--- src/rtl/weight_load_ctrl_pkg.sv ---
// Shared definitions for the weight tile load controller: FSM state encoding
// and the default systolic-array dimension.
package weight_load_ctrl_pkg;

    typedef enum logic [1:0] {
        IDLE  = 2'd0,
        LOAD  = 2'd1,
        DRAIN = 2'd2,
        DONE  = 2'd3
    } wlc_state_e;

    localparam int WLC_SIZE_DEFAULT = 8;

endpackage

--- src/rtl/wlc_addr_gen.sv ---
// Weight-memory address counter for one SIZE*SIZE tile: clears on tile entry,
// steps once per accepted weight, wraps after the last cell, and reports the column.
module wlc_addr_gen #(
    parameter int SIZE       = 8,
    parameter int ADDR_WIDTH = $clog2(SIZE*SIZE),
    parameter int COL_WIDTH  = $clog2(SIZE)
) (
    input  logic                  clk,
    input  logic                  rst,
    input  logic                  i_clear,
    input  logic                  i_incr,
    output logic [ADDR_WIDTH-1:0] o_addr,
    output logic [COL_WIDTH-1:0]  o_col_idx,
    output logic                  o_last
);

    localparam logic [ADDR_WIDTH-1:0] LAST_ADDR = ADDR_WIDTH'(SIZE*SIZE-1);

    logic [ADDR_WIDTH-1:0] r_addr;

    always_ff @(posedge clk) begin
        if (rst || i_clear) begin
            r_addr <= '0;
        end else if (i_incr) begin
            r_addr <= o_last ? '0 : r_addr + ADDR_WIDTH'(1);
        end
    end

    assign o_addr    = r_addr;
    assign o_last    = (r_addr == LAST_ADDR);
    // Weights are written column-major, SIZE cells per column.
    assign o_col_idx = COL_WIDTH'(r_addr / ADDR_WIDTH'(SIZE));

endmodule

--- src/rtl/weight_load_ctrl.sv ---
// Streams one SIZE*SIZE signed weight tile into the weight preprocessing unit.
// Optional compensation-entry statistics are enabled by defining WLC_COMP_STAT_EN.
module weight_load_ctrl
    import weight_load_ctrl_pkg::*;
#(
    parameter int SIZE       = WLC_SIZE_DEFAULT,
    parameter int ADDR_WIDTH = $clog2(SIZE*SIZE),
    parameter int CNT_WIDTH  = $clog2(SIZE*3+1)
) (
    input  logic                    clk,
    input  logic                    rst,
    input  logic                    start,
    input  logic                    w_valid,
    input  logic [7:0]              w_data,
    output logic                    w_ready,
    output logic [7:0]              wpu_weight,
    output logic [ADDR_WIDTH-1:0]   wpu_addr,
    output logic                    wpu_write,
    input  logic                    comp_valid,
    output logic                    busy,
    output logic                    done,
    output logic [$clog2(SIZE)-1:0] col_idx,
    output logic [CNT_WIDTH-1:0]    comp_count
);

    localparam int COL_WIDTH = $clog2(SIZE);

    wlc_state_e            r_state;
    wlc_state_e            w_state_next;
    logic                  r_drain_cnt;
    logic                  w_clear;
    logic                  w_hs;
    logic                  w_last;
    logic [ADDR_WIDTH-1:0] w_addr;
    logic [7:0]            r_wpu_weight;
    logic [ADDR_WIDTH-1:0] r_wpu_addr;
    logic                  r_wpu_write;

    wlc_addr_gen #(
        .SIZE       (SIZE),
        .ADDR_WIDTH (ADDR_WIDTH),
        .COL_WIDTH  (COL_WIDTH)
    ) u_addr_gen (
        .clk       (clk),
        .rst       (rst),
        .i_clear   (w_clear),
        .i_incr    (w_hs),
        .o_addr    (w_addr),
        .o_col_idx (col_idx),
        .o_last    (w_last)
    );

    always_ff @(posedge clk) begin
        if (rst) begin
            r_state     <= IDLE;
            r_drain_cnt <= 1'b0;
        end else begin
            r_state     <= w_state_next;
            r_drain_cnt <= (r_state == DRAIN);
        end
    end

    always_comb begin
        w_state_next = r_state;
        w_ready      = 1'b0;
        busy         = 1'b0;
        done         = 1'b0;
        w_clear      = 1'b0;
        w_hs         = 1'b0;
        case (r_state)
            IDLE: begin
                if (start) begin
                    w_state_next = LOAD;
                    w_clear      = 1'b1;
                end
            end
            LOAD: begin
                w_ready = 1'b1;
                busy    = 1'b1;
                w_hs    = w_valid;
                if (w_valid && w_last) begin
                    w_state_next = DRAIN;
                end
            end
            // Two cycles let the unit's last compensation output land before done.
            DRAIN: begin
                busy = 1'b1;
                if (r_drain_cnt) begin
                    w_state_next = DONE;
                end
            end
            DONE: begin
                done         = 1'b1;
                w_state_next = IDLE;
            end
            default: w_state_next = IDLE;
        endcase
    end

    always_ff @(posedge clk) begin
        if (rst) begin
            r_wpu_write  <= 1'b0;
            r_wpu_weight <= '0;
            r_wpu_addr   <= '0;
        end else begin
            r_wpu_write <= w_hs;
            if (w_hs) begin
                r_wpu_weight <= w_data;
                r_wpu_addr   <= w_addr;
            end
        end
    end

    assign wpu_write  = r_wpu_write;
    assign wpu_weight = r_wpu_weight;
    assign wpu_addr   = r_wpu_addr;

`ifdef WLC_COMP_STAT_EN
    localparam logic [CNT_WIDTH-1:0] COMP_MAX = CNT_WIDTH'(SIZE*3);

    logic [CNT_WIDTH-1:0] r_comp_count;

    always_ff @(posedge clk) begin
        if (rst || w_clear) begin
            r_comp_count <= '0;
        end else if (comp_valid && (busy || done) && (r_comp_count != COMP_MAX)) begin
            r_comp_count <= r_comp_count + CNT_WIDTH'(1);
        end
    end

    assign comp_count = r_comp_count;
`else
    logic w_unused_comp_valid;
    assign w_unused_comp_valid = comp_valid;
    assign comp_count          = '0;
`endif

endmodule

--- config.mk ---
export PLATFORM = sky130hd
export DESIGN_NAME = weight_load_ctrl
export DESIGN_NICKNAME = d
export VERILOG_FILES = /design/src/rtl/weight_load_ctrl_pkg.sv /design/src/rtl/wlc_addr_gen.sv /design/src/rtl/weight_load_ctrl.sv
export SDC_FILE = /design/constraint.sdc
export NUM_CORES = 1
export LEC_CHECK = 0
export CORE_AREA = 2 2 68 70
export CTS_CLUSTER_DIAMETER = 60
export DETAILED_ROUTE_END_ITERATION = 8
export DIE_AREA = 0 0 70 72
export PLACE_DENSITY_LB_ADDON = 0.12
export SYNTH_ARGS = -nofsm -noshare
export SYNTH_HDL_FRONTEND = slang
export SYNTH_SLANG_ARGS = --single-unit
--- constraint.sdc ---
create_clock -name clk -period 3.74 [get_ports clk]
set_input_delay 0.561 -clock clk [delete_from_list [all_inputs] [get_ports clk]]
set_output_delay 0.561 -clock clk [all_outputs]
set_load 0.01 [all_outputs]
==> results_tabular.tex, run 1 <==
\begin{tabular}{lr}
\hline
Metric & Value \\
\hline
\multicolumn{2}{l}{\textbf{Timing}} \\
Final Hold Viols & 0 \\
Max Clock Freq & 467 MHz \\
Clock period minus final worst setup slack & 2.14 ns \\
Final period utilization & 0.573 \\
RSZ-0062 raised after global routing & no \\
Worst max-slew margin expressed relative to the limit & 0.524 \\
Count of endpoints failing setup in the final report & 0 \\
Worst slew pin tran & 0.712 ns \\
Worst-case clock skew & 0.00357 ns \\
Total count of max-transition violations in the final report & 0 \\
Final critical-path setup slack & 1.60 ns \\
Sum Neg Setup Slack & 0 ns \\
\multicolumn{2}{l}{\textbf{Die}} \\
I/O pin cnt & 39 \\
Core outline area & 4260 um\^{}2 \\
Starting Density & 0.251 \\
Number of placement rows & 24 \\
Die Span X & 70 um \\
Die area & 5040 um\^{}2 \\
Die H & 72 um \\
\multicolumn{2}{l}{\textbf{Critical path}} \\
Element type at the critical path end & output port \\
Crit-path max cell delay & 0.54 ns \\
Endpoint arrival time on the critical path & 1.58 ns \\
Maximum net fanout on the critical path & 4 \\
Worst Setup Start Kind & register \\
Type of the worst setup path & register to output port \\
Required arrival time at the worst endpoint & 3.18 ns \\
Slowest stage cell on the critical path & clkdlybuf4s50\_1 \\
FF-to-FF setup slack & 1.89 ns \\
Chain of cells forming the critical path & inv\_1, ha\_1, clkdlybuf4s50\_1 \\
\multicolumn{2}{l}{\textbf{Min path}} \\
Class of the worst hold path & register to register \\
\multicolumn{2}{l}{\textbf{Layout}} \\
Commonest cells after routing, fill and taps aside & 34 x nand2\_1, 32 x clkdlybuf4s50\_1, 24 x dfxtp\_1 \\
Net count, final & 172 \\
Layout fillers & 467 \\
Post-Layout Inst Area & 1430 um\^{}2 \\
Area growth from synthesis to final layout & 33.2\% \\
Final core utilization & 0.335 \\
Number of antenna cells inserted & 0 \\
Most common cell after layout, fill and taps aside & nand2\_1 \\
Share of post-route cells with drive strength above 1 & 0.0658 \\
\multicolumn{2}{l}{\textbf{Drt}} \\
Number of detailed-route iterations in the first pass & 4 \\
Number of nets with antenna violations after routing & 0 \\
Post-Route WL & 2300 um \\
Post-route DRC & 0 \\
Via-to-Cell Ratio & 4.35 \\
DR iter-0 viols & 21 \\
WL/cell & 11.3 um \\
Via count & 888 \\
\multicolumn{2}{l}{\textbf{Place}} \\
Number of buffers inserted by port buffering & 32 \\
Total placed instance area & 1390 um\^{}2 \\
Final HPWL from detailed placement & 1660 um \\
Routability-driven placement congestion ratio & 0.700 \\
Placement Setup Slack & 1.40 ns \\
\multicolumn{2}{l}{\textbf{GRT}} \\
Overall routing resource usage & 0.0968 \\
Wire length of the first global-routing pass & 3980 um \\
Total gr overflow & 0 \\
Antenna violations before repair & 0 \\
Vias in the first global route & 854 \\
Largest net degree at the start of global routing & 21 \\
\multicolumn{2}{l}{\textbf{Synthesis}} \\
Share of synthesized area occupied by flip-flops and latches & 0.449 \\
Flops \& latches, synth & 24 \\
Gate Count Post-Synth & 127 \\
Mean area per synthesized cell & 8.43 um\^{}2 \\
Post-synth cell types & 28 \\
Number of warnings issued by yosys & 0 \\
Area of the mapped netlist & 1070 um\^{}2 \\
\multicolumn{2}{l}{\textbf{CTS}} \\
Htree depth & 1 \\
Root buffer selected by CTS & clkbuf\_8 \\
TritonCTS clock tree & yes \\
Maximum clock path buffer count & 2 \\
Number of CTS-inserted buffers & 3 \\
Insertion delay to the later sink of the worst-skew pair & 0.26 ns \\
Number of hold buffers added after cts & 0 \\
Clock sink count & 24 \\
Post CTS Setup Buffer Count & 0 \\
Worst-path clk slew & 0.08 ns \\
Post-cts gate resize count & 0 \\
\multicolumn{2}{l}{\textbf{Power and ir drop}} \\
Switching part of the total & 0.318 \\
Part of the power in registers & 0.439 \\
Clk pwr share & 0.219 \\
Leakage power summed over all cells & 0.495 nW \\
Part of the total power dissipated in combinational logic & 0.341 \\
Total power draw & 0.000677 W \\
Internal Power & 0.000462 W \\
Worst IR drop on VDD & 0.315 mV \\
Power density cells & 475 nW/um\^{}2 \\
Switch Pwr & 0.000215 W \\
\multicolumn{2}{l}{\textbf{Job}} \\
Number of violations of the max-capacitance limit & 0 \\
\multicolumn{2}{l}{\textbf{Run status}} \\
Status & finished clean \\
\hline
\end{tabular}
critical path, delay by kind of cell, from the launching register on:
family | cells | cell delay (ns)
adders and majority gates | 1 | 0.30
DFF | 1 | 0.41
buffers and inverters | 2 | 0.63
power groups by stage:
stage	registers, W	logic, W	clock network, W
after floorplan	0.000307	0.000147	0
after global placement	0.000303	0.000230	0
after detailed placement	0.000304	0.000234	0
after CTS	0.000298	0.000236	0.000157
after global routing	0.000301	0.000259	0.000168
final	0.000298	0.000231	0.000149
layout make-up:
| cell class | instances | area (um^2) | area share |
|---|---|---|---|
| clock buffer | 3 | 41.3 | 0.0289 |
| multi-input combinational | 88 | 500 | 0.351 |
| tap | 52 | 65.1 | 0.0456 |
| inverter | 5 | 18.8 | 0.0132 |
| timing repair buffer | 32 | 320 | 0.225 |
| sequential | 24 | 480 | 0.337 |
per-stage QoR:
stage                     std cells  hold WS (ns)
final                           204         0.458
after global routing            204         0.479
after CTS                       204         0.461
after detailed placement        201         0.449
after global placement          201         0.443
after floorplan                 131         0.470
flip-flops by register name (all words and copies together), names as in the netlist:
name / count
wpu_write: 1
wpu_weight: 8
r_drain_cnt: 1
u_addr_gen.o_addr: 6
wpu_addr: 6
r_state: 2
kinds of logic after synthesis:
family | share of synthesized area
AOI/OAI and AO/OA | 0.166
DFF | 0.449
and+or+nand+nor | 0.201
adders and majority gates | 0.0584
xor gates and xnor gates | 0.0245
buffers and inverters | 0.0981
other | 0.00350
synthesized netlist by cell type:
| library cell | n | area share |
|---|---|---|
| nor2b_1 | 1 | 0.0058 |
| a41o_4 | 1 | 0.020 |
| a21o_1 | 1 | 0.0070 |
| buf_2 | 3 | 0.014 |
| nand4_1 | 1 | 0.0058 |
| ha_1 | 5 | 0.058 |
| o22a_2 | 1 | 0.0093 |
| conb_1 | 1 | 0.0035 |
| xnor2_1 | 1 | 0.0082 |
| xor2_1 | 2 | 0.016 |
| a21oi_1 | 18 | 0.084 |
| nor2_1 | 5 | 0.018 |
| nor3_1 | 1 | 0.0047 |
| inv_1 | 5 | 0.018 |
| nand3_1 | 3 | 0.014 |
| a21oi_2 | 1 | 0.0082 |
| and4_2 | 1 | 0.0093 |
| a311oi_1 | 1 | 0.0082 |
| clkbuf_1 | 3 | 0.011 |
| buf_4 | 8 | 0.056 |
| a21o_2 | 1 | 0.0082 |
| o211ai_1 | 1 | 0.0070 |
| nand2_1 | 34 | 0.12 |
| nand4b_1 | 1 | 0.0082 |
| and3_4 | 1 | 0.011 |
| a311oi_2 | 1 | 0.014 |
| dfxtp_1 | 24 | 0.45 |
| and2_1 | 1 | 0.0058 |
per-layer routing:
layer  track usage  share of wire  vias to the layer above
li1              -              -                      458
met1         0.128           0.51                      408
met2         0.154           0.43                       20
met3        0.0264          0.051                        2
met4        0.0321         0.0048                        0
met5             0              0                        -
path summary, 6_finish.rpt:
| kind | startpoint | to | cells after the start |
|---|---|---|---|
| setup / recovery | r_state[0] | busy | 3 |
| hold / removal | wpu_addr[0] | wpu_addr[0] | 2 |
| setup reg to reg | r_state[1] | u_addr_gen.o_addr[4] | 6 |
| hold reg to reg | wpu_addr[0] | wpu_addr[0] | 2 |
Power figures use the tool's default switching activity.
==> run 2, diff against run 1 <==
==> constraint.sdc (replaced) <==
create_clock -name clk -period 1.8 [get_ports clk]
set_input_delay 0.27 -clock clk [delete_from_list [all_inputs] [get_ports clk]]
set_output_delay 0.27 -clock clk [all_outputs]
set_load 0.01 [all_outputs]
==> results_tabular.tex, run 2 (synthesis results as in run 1) <==
\begin{tabular}{lr}
\hline
Metric & Value \\
\hline
\multicolumn{2}{l}{\textbf{Drt}} \\
Via-to-Cell Ratio & 4.37 (+0.42\%) \\
Via count & 918 (+3.4\%) \\
Number of detailed-route iterations in the first pass & 4 (unchanged) \\
WL/cell & 11.2 um (-0.49\%) \\
Number of nets with antenna violations after routing & 0 (unchanged) \\
DR iter-0 viols & 37 (+76\%) \\
Post-Route WL & 2360 um (+2.4\%) \\
Post-route DRC & 0 (unchanged) \\
\multicolumn{2}{l}{\textbf{Die}} \\
I/O pin cnt & 39 (unchanged) \\
Die Span X & 70 um (unchanged) \\
Die area & 5040 um\^{}2 (unchanged) \\
Core outline area & 4260 um\^{}2 (unchanged) \\
Starting Density & 0.251 (unchanged) \\
Number of placement rows & 24 (unchanged) \\
Die H & 72 um (unchanged) \\
\multicolumn{2}{l}{\textbf{Power and ir drop}} \\
Power density cells & 1050 nW/um\^{}2 (+120\%) \\
Total power draw & 0.00157 W (+130\%) \\
Switching part of the total & 0.293 (-0.0247) \\
Leakage power summed over all cells & 0.552 nW (+12\%) \\
Internal Power & 0.00111 W (+140\%) \\
Switch Pwr & 0.000460 W (+110\%) \\
Part of the total power dissipated in combinational logic & 0.305 (-0.036) \\
Part of the power in registers & 0.396 (-0.043) \\
Worst IR drop on VDD & 0.468 mV (+48\%) \\
Clk pwr share & 0.299 (+0.080) \\
\multicolumn{2}{l}{\textbf{Run status}} \\
Status & finished clean \\
\multicolumn{2}{l}{\textbf{Min path}} \\
End point of the most critical hold path & wpu\_weight[1] \\
Hold path start & wpu\_weight[1] \\
Worst Hold Path Cells & 2 (unchanged) \\
Class of the worst hold path & register to register \\
\multicolumn{2}{l}{\textbf{Critical path}} \\
Start of the worst register-to-register path & r\_state[1] \\
Terminus of the critical flop-to-flop path & u\_addr\_gen.o\_addr[4] \\
Stages on the worst setup path & 2 (-1) \\
Cell family contributing the most delay on the critical path & buffers and inverters \\
Required arrival time at the worst endpoint & 1.53 ns (-1.65 ns) \\
Chain of cells forming the critical path & ha\_1, clkdlybuf4s50\_1 \\
Worst Path Buf+Inv & 1 (-1) \\
Slowest stage cell on the critical path & clkdlybuf4s50\_1 \\
Worst Setup Start Kind & register \\
FF-to-FF setup slack & 0.29 ns (-1.60 ns) \\
Maximum net fanout on the critical path & 4 (unchanged) \\
Endpoint arrival time on the critical path & 1.33 ns (-0.25 ns) \\
Crit-path max cell delay & 0.53 ns (about the same) \\
Type of the worst setup path & register to output port \\
Element type at the critical path end & output port \\
Critical path launch point & r\_state[0] \\
FF-to-FF path depth & 6 (unchanged) \\
\multicolumn{2}{l}{\textbf{CTS}} \\
Number of CTS-inserted buffers & 3 (unchanged) \\
Post CTS Setup Buffer Count & 0 (unchanged) \\
Htree depth & 1 (unchanged) \\
Root buffer selected by CTS & clkbuf\_8 \\
Insertion delay to the later sink of the worst-skew pair & 0.26 ns (about the same) \\
Number of hold buffers added after cts & 0 (unchanged) \\
Worst-path clk slew & 0.09 ns (about the same) \\
Clock sink count & 24 (unchanged) \\
TritonCTS clock tree & yes \\
Maximum clock path buffer count & 2 (unchanged) \\
\multicolumn{2}{l}{\textbf{Timing}} \\
Hold Worst Slack & 0.456 ns (-0.00207 ns) \\
Worst-case clock skew & 0.00402 ns (+0.000442 ns) \\
Final Hold Viols & 0 (unchanged) \\
Clock period minus final worst setup slack & 1.60 ns \\
Count of endpoints failing setup in the final report & 0 (unchanged) \\
RSZ-0062 raised after global routing & no \\
Max Clock Freq & 624 MHz \\
Final critical-path setup slack & 0.198 ns (-1.40 ns) \\
Final period utilization & 0.890 \\
Total count of max-transition violations in the final report & 0 (unchanged) \\
Sum Neg Setup Slack & 0 ns (unchanged) \\
\multicolumn{2}{l}{\textbf{Place}} \\
Final HPWL from detailed placement & 1710 um (+3.3\%) \\
Routability-driven placement congestion ratio & 0.747 (+6.8\%) \\
Number of buffers inserted by port buffering & 32 (unchanged) \\
Total placed instance area & 1420 um\^{}2 (+2.7\%) \\
Placement Setup Slack & 0.141 ns (-1.25 ns) \\
\multicolumn{2}{l}{\textbf{GRT}} \\
Antenna violations before repair & 0 (unchanged) \\
Largest net degree at the start of global routing & 19 (-9.5\%) \\
Overall routing resource usage & 0.0976 (+0.000854) \\
Vias in the first global route & 892 (+4.4\%) \\
Total gr overflow & 0 (unchanged) \\
Wire length of the first global-routing pass & 3940 um (-1.1\%) \\
\multicolumn{2}{l}{\textbf{Layout}} \\
Area growth from synthesis to final layout & 39.7\% \\
Post-Layout Inst Area & 1500 um\^{}2 (+4.9\%) \\
Share of post-route cells with drive strength above 1 & 0.108 (+0.0418) \\
Commonest cells after routing, fill and taps aside & 34 x nand2\_1, 30 x clkdlybuf4s50\_1, 23 x dfxtp\_1 \\
Layout fillers & 445 (-4.7\%) \\
Net count, final & 177 (+2.9\%) \\
Number of antenna cells inserted & 0 (unchanged) \\
Most common cell after layout, fill and taps aside & nand2\_1 \\
Flip-flop count of the largest register, all copies and words added & 8 (unchanged) \\
\multicolumn{2}{l}{\textbf{Job}} \\
Number of violations of the max-capacitance limit & 0 (unchanged) \\
\hline
\end{tabular}
run 2: changes by cell type in the layout (fill, tap and decap cells not counted), sizes merged:
cell           delta
dlygate4sd2       +1
buf               +5
bufinv            +1
dlymetal6s2s      +1
clkdlybuf4s50     -2
run 2: layout make-up:
class,count,area (um^2),area share
tap,52,65.1,0.0435
clock inverter,1,30.0,0.0201
timing repair buffer,37,359,0.240
multi-input combinational,88,500,0.334
clock buffer,3,41.3,0.0276
inverter,5,18.8,0.0125
sequential,24,482,0.322
run 2: power groups by stage:
stage	Sequential, W	Combinational (W)	Clock, W
floorplan	0.000638	0.000305	0
global placement	0.000630	0.000498	0
detailed placement	0.000632	0.000500	0
CTS	0.000621	0.000492	0.000488
global route	0.000630	0.000544	0.000509
finish	0.000621	0.000479	0.000469
run 2: worst register-to-register path, cell delays in order, from the launching register on:
cell	delay [ns]
dfxtp_1	0.33
inv_1	0.10
ha_1	0.21
and2_1	0.34
nand2_1	0.14
xnor2_1	0.15
nor2b_1	0.12
run 2: per-stage QoR:
stage / utilization / std cells
3_5_place_dp: 0.334 / 206
5_1_grt: 0.351 / 210
6_report: 0.351 / 210
3_3_place_gp: 0.334 / 206
4_1_cts: 0.350 / 210
2_1_floorplan: - / 131
run 2: layer usage:
metal	global-route usage	vias up	part of all wire
met5	0	-	0
met4	0.0385	0	0.0072
met3	0.0306	2	0.056
met2	0.172	24	0.51
met1	0.110	424	0.43
li1	-	468	-
run 2: how the worst max path moves through the flow:
stage	end	slack (ns)
2_1_floorplan	r_state[1]	0.40
3_3_place_gp	u_addr_gen.o_addr[4]	0.13
3_5_place_dp	u_addr_gen.o_addr[4]	0.14
4_1_cts	w_ready	0.06
5_1_grt	done	0.12
6_report	done	0.20
run 2: repair_timing:
item	in CTS	in global routing
endpoints found under the hold margin	0	0
setup endpoints to repair	1	1
gates resized for setup	2	1
==> run 3, diff against run 2 <==
--- a/config.mk
+++ b/config.mk
@@ -5,6 +5,7 @@
 export SDC_FILE = /design/constraint.sdc
 export NUM_CORES = 1
 export LEC_CHECK = 0
+export ABC_CLOCK_PERIOD_IN_PS = 1800
 export CORE_AREA = 2 2 68 70
 export CTS_CLUSTER_DIAMETER = 60
 export DETAILED_ROUTE_END_ITERATION = 8
==> results of run 3 <==
The final DEF is identical to that of run 2; final timing and power are the same.
